--- config.mk ---
export PLATFORM = sky130hd
export DESIGN_NAME = mux_rr_arb_8
export DESIGN_NICKNAME = d
export VERILOG_FILES = /design/src/rtl/mux_rr_arb_8.sv
export SDC_FILE = /design/constraint.sdc
export NUM_CORES = 1
export LEC_CHECK = 0
export CORE_ASPECT_RATIO = 1.2
export CORE_MARGIN = 1.5
export CORE_UTILIZATION = 53
export DETAILED_ROUTE_END_ITERATION = 16
export PLACE_DENSITY = 0.83
export SYNTH_ARGS = -nofsm -noshare
export SYNTH_HDL_FRONTEND = slang
export SYNTH_SLANG_ARGS = --single-unit
--- constraint.sdc ---
create_clock -name clk -period 4.6 [get_ports clk]
set_input_delay 0.92 -clock clk [delete_from_list [all_inputs] [get_ports clk]]
set_output_delay 0.92 -clock clk [all_outputs]
set_load 0.02 [all_outputs]
--- src/rtl/mux_rr_arb_8.sv ---
// mux_rr_arb_8: 8-requester round-robin arbiter that owns a shared 8:1 data
// channel. The granted requester's din bit appears on z one cycle after its grant.
// Optional feature: define MUX_ARB_BURST_LIMIT_EN to force rotation after
// BURST_MAX consecutive grant cycles whenever another requester is waiting.
module mux_rr_arb_8 #(
    parameter int BURST_MAX = 4
) (
    input  logic       clk,
    input  logic       rst,
    input  logic [7:0] req,
    input  logic [7:0] din,
    output logic [7:0] gnt,
    output logic [2:0] sel,
    output logic       busy,
    output logic       z,
    output logic       z_vld
);

    typedef enum logic {
        IDLE  = 1'b0,
        GRANT = 1'b1
    } state_t;

    state_t     state, state_nxt;
    logic [2:0] ptr, ptr_nxt;
    logic [2:0] sel_nxt;
    logic [2:0] cnt, cnt_nxt;
    logic [7:0] gnt_nxt;
    logic       take_grant;
    logic [7:0] grant_set;
    logic [2:0] winner;

    // The burst length must fit the 3-bit counter.
    if (BURST_MAX < 1 || BURST_MAX > 8) begin : g_bad_burst_max
        $error("BURST_MAX must be in 1..8");
    end

    // First set bit of r searching upward from p, wrapping 7->0.
    // Scanning from the far end down lets the nearest offset win last.
    function automatic logic [2:0] rr_pick(input logic [7:0] r, input logic [2:0] p);
        logic [2:0] idx;
        rr_pick = p;
        for (int i = 7; i >= 0; i--) begin
            idx = p + 3'(i);
            if (r[idx]) rr_pick = idx;
        end
    endfunction

    assign busy   = (state == GRANT);
    assign winner = rr_pick(grant_set, ptr);

    // Next-state and next-grant decision.
    always_comb begin
        // NOTE: every variable gets a default first so no path leaves it unassigned (no latches).
        state_nxt  = state;
        ptr_nxt    = ptr;
        sel_nxt    = sel;
        cnt_nxt    = cnt;
        gnt_nxt    = gnt;
        take_grant = 1'b0;
        grant_set  = req;

        unique case (state)
            IDLE: begin
                if (|req) take_grant = 1'b1;
            end
            GRANT: begin
                if (!req[sel]) begin
                    // Owner released: hand over without a bubble, or go idle.
                    if (|req) begin
                        take_grant = 1'b1;
                    end else begin
                        state_nxt = IDLE;
                        gnt_nxt   = 8'h00;
                        cnt_nxt   = 3'd0;
                    end
                end else begin
`ifdef MUX_ARB_BURST_LIMIT_EN
                    if (cnt == 3'(BURST_MAX - 1)) begin
                        // Burst exhausted: rotate only if someone else waits.
                        if (|(req & ~gnt)) begin
                            take_grant = 1'b1;
                            grant_set  = req & ~gnt;
                        end else begin
                            cnt_nxt = 3'd0;
                        end
                    end else begin
                        cnt_nxt = (cnt == 3'd7) ? cnt : cnt + 3'd1;
                    end
`else
                    cnt_nxt = (cnt == 3'd7) ? cnt : cnt + 3'd1;
`endif
                end
            end
            default: state_nxt = IDLE;
        endcase

        if (take_grant) begin
            state_nxt = GRANT;
            sel_nxt   = winner;
            gnt_nxt   = 8'h01 << winner;
            ptr_nxt   = winner + 3'd1;
            cnt_nxt   = 3'd0;
        end
    end

    // Arbitration state register; reset aborts any grant immediately.
    always_ff @(posedge clk or posedge rst) begin
        if (rst) begin
            state <= IDLE;
            ptr   <= 3'd0;
            sel   <= 3'd0;
            cnt   <= 3'd0;
            gnt   <= 8'h00;
        end else begin
            // NOTE: non-blocking assignments so all flops update from pre-edge values.
            state <= state_nxt;
            ptr   <= ptr_nxt;
            sel   <= sel_nxt;
            cnt   <= cnt_nxt;
            gnt   <= gnt_nxt;
        end
    end

    // Muxed data path: one cycle behind the grant.
    always_ff @(posedge clk or posedge rst) begin
        if (rst) begin
            z     <= 1'b0;
            z_vld <= 1'b0;
        end else begin
            z     <= busy ? din[sel] : 1'b0;
            z_vld <= busy;
        end
    end

endmodule

==> qor.txt <==
Startpoint Class -> input port
flops & latches, synth -> 17
vias per inst -> 6.729
# diodes -> 0
CTS-repair resized insts -> 0
worst-skew pair later-pin latency -> 250 ps
Finish-stage setup viols -> 0
R2R Path End -> ptr[2]$_DFFE_PP0P_
clk buf depth -> 2
fraction of layout instances using a drive strength above 1 -> 0.1626
Post-Syn Area -> 1803 sq um
number of enable flip-flop cells after synthesis -> 0
minimum clock period -> 3856 ps
DR vias -> 1615
Synth Net Count -> 202
site row count -> 23
fillers -> 257
slew of the pin with the lowest slew margin -> 630.2 ps
Worst Path Max Fanout -> 11
Horiz. Die Dim -> 56.25 microns
Core Util, Final -> 0.6499
R2R setup slack -> 840 ps
met3 GRT Util -> 0.02330
met1 usage -> 0.3021
routed length per instance -> 19.18 microns
max-slew violation count -> 0
Worst Setup End Kind -> flip-flop
area of the core -> 3309 sq um
grt ovf -> 0
Sum Neg Setup Slack -> 0 ps
Synth cell types -> 53
initial antenna violation count -> 0
initial DRC count -> 65
GRT Overall Usage -> 0.2513
Residual DRC -> 0
Die ar. -> 3762 sq um
end of the critical path -> ptr[2]$_DFFE_PP0P_
Hold Vio Cnt, Final -> 0
worst reg2reg startpoint -> ptr[0]$_DFFE_PP0P_
Worst EP arrival -> 3980 ps
syn_area_per_cell -> 9.961 sq um
maxcap violations -> 0
cts bufs inserted -> 3
crit share post-route -> 0.8382
Primary FF master, synth -> dfrtp_1
CTS Hold Bufs -> 0
outcome -> completed
most frequent cell after synthesis -> nand2_1
post-synthesis cell count -> 181
final wirelength -> 4602 microns
1st-pass router iterations -> 4
top post-synthesis cells by area -> dfrtp_1, mux4_2, mux2i_1
Final GP Congestion -> 0.9575
Slowest cell on crit path -> mux4_2
min-delay worst type -> reg2reg
Worst Skew -> 1.891 ps
clk sink count -> 17
antenna-violating nets left -> 0
first-pass GRT wire length -> 7389 microns
CTS tree -> yes
yosys warns -> 0
Critical Path Max Stage Delay -> 620 ps
RSZ-0062 raised after global routing -> false
Clk pin slew, worst setup/hold paths -> 70 ps
Fmax -> 259.4 MHz
Initial Util -> 0.5448
Worst Reg-to-Reg Cells -> 12
Post-DP HPWL -> 3481 microns
Worst path depth -> 10
GRT busiest layer -> met2
IO Pins -> 32
Root Driver -> clkbuf_8
ys async rst share -> 1.000
Yosys top cell by area -> dfrtp_1
number of global-route vias before repair -> 1509
largest net degree at the start of global routing -> 26
nets -> 225
synth cell count leaders -> nand2_1, dfrtp_1, mux2i_1
area delta synth->final -> 19.29%
htree depth -> 1
die extent in y -> 66.89 microns
Worst slew margin -> 0.5794
Required @ worst endpoint -> 4730 ps
CP bufs+invs -> 1
Setup Crit Path Kind -> in2reg
area of placed instances -> 2105 sq um
hold path start -> busy$_DFF_PP0_
Yosys top cell area share -> 0.2359
postcts setup bufs -> 0
I/O Buffers -> 31
Final Cell Area -> 2151 sq um
CP delay by family, top -> simple AND/OR/NAND/NOR gates
met2 Use GR -> 0.4706
critical path, cell by cell -> clkdlybuf4s50_1 -> mux4_2 -> mux2_4 -> or4_1 -> o2111a_1 -> and3_4 -> nor3_4 -> ha_1 -> nand2_1 -> o21ai_0
register area share after synthesis -> 0.2359
CP Launch Point -> req[0]
[state kept, by name, indices dropped and copies added, names as in the netlist]
name   count
z_vld      1
busy       1
gnt        8
ptr        3
sel        3
z          1
[cell type report]
type / instances / area, sq um / area share
multi-input cells: 137 / 1255 / 0.5835
flip-flops and latches: 17 / 425.4 / 0.1978
repair buffers: 35 / 340.3 / 0.1582
well taps: 37 / 46.29 / 0.02152
clock buffers: 3 / 41.29 / 0.01920
inverters: 10 / 37.54 / 0.01745
clock inverters: 1 / 5.005 / 0.002327
[cells in the final DEF (no fill, tap or decap), types with 3 or more instances in the layout]
master / count
nand2b_1: 3
clkdlybuf4s50_1: 31
nor2_1: 4
o21ai_0: 7
nand2_1: 21
buf_4: 4
a22o_1: 3
mux4_1: 4
a21oi_1: 5
mux2i_1: 15
nor4_1: 3
mux4_2: 12
inv_1: 8
mux2_2: 6
clkbuf_8: 3
nor3_1: 3
ha_1: 3
o31ai_1: 5
dfrtp_1: 17
nand3_1: 5
[per-layer routing]
metal  wire, microns  vias to the layer above  part of all wire
li1                -                      748                 -
met4              99                        0             0.022
met1            1879                      803              0.41
met3             159                       10             0.035
met2            2462                       54              0.53
met5               0                        -                 0
[per-stage QoR]
| step | instances | setup WS [ps] | hold WS, ps |
|---|---|---|---|
| after floorplan | 181 | 1135 | 542.7 |
| after global placement | 236 | 619.2 | 431.3 |
| after detailed placement | 236 | 515.8 | 435.6 |
| after CTS | 240 | 757.0 | 453.7 |
| after global routing | 240 | 606.4 | 471.1 |
| final | 240 | 744.5 | 455.1 |
[how the worst min path moves through the flow]
stage | to | slack [ps] | cells after the start
CTS | z_vld$_DFF_PP0_ | 450 | 0
detailed placement | z_vld$_DFF_PP0_ | 440 | 0
global placement | z_vld$_DFF_PP0_ | 430 | 0
global route | z_vld$_DFF_PP0_ | 470 | 0
floorplan | z_vld$_DFF_PP0_ | 540 | 0
finish | z_vld$_DFF_PP0_ | 460 | 0
[cell families after synthesis]
family | after synthesis | synth area share
flip-flops | 17 | 0.2359
multiplexers | 38 | 0.3373
adder cells (fa/ha/maj) | 3 | 0.02082
XOR/XNOR | 3 | 0.01458
AND/OR/NAND/NOR | 49 | 0.1395
buffers and inverters | 27 | 0.06800
AO/OA/AOI/OAI | 44 | 0.1839
Power is left out: the tool's default activity adds up to more than one toggle a clock period on the data nets, which glitch-free logic cannot reach.
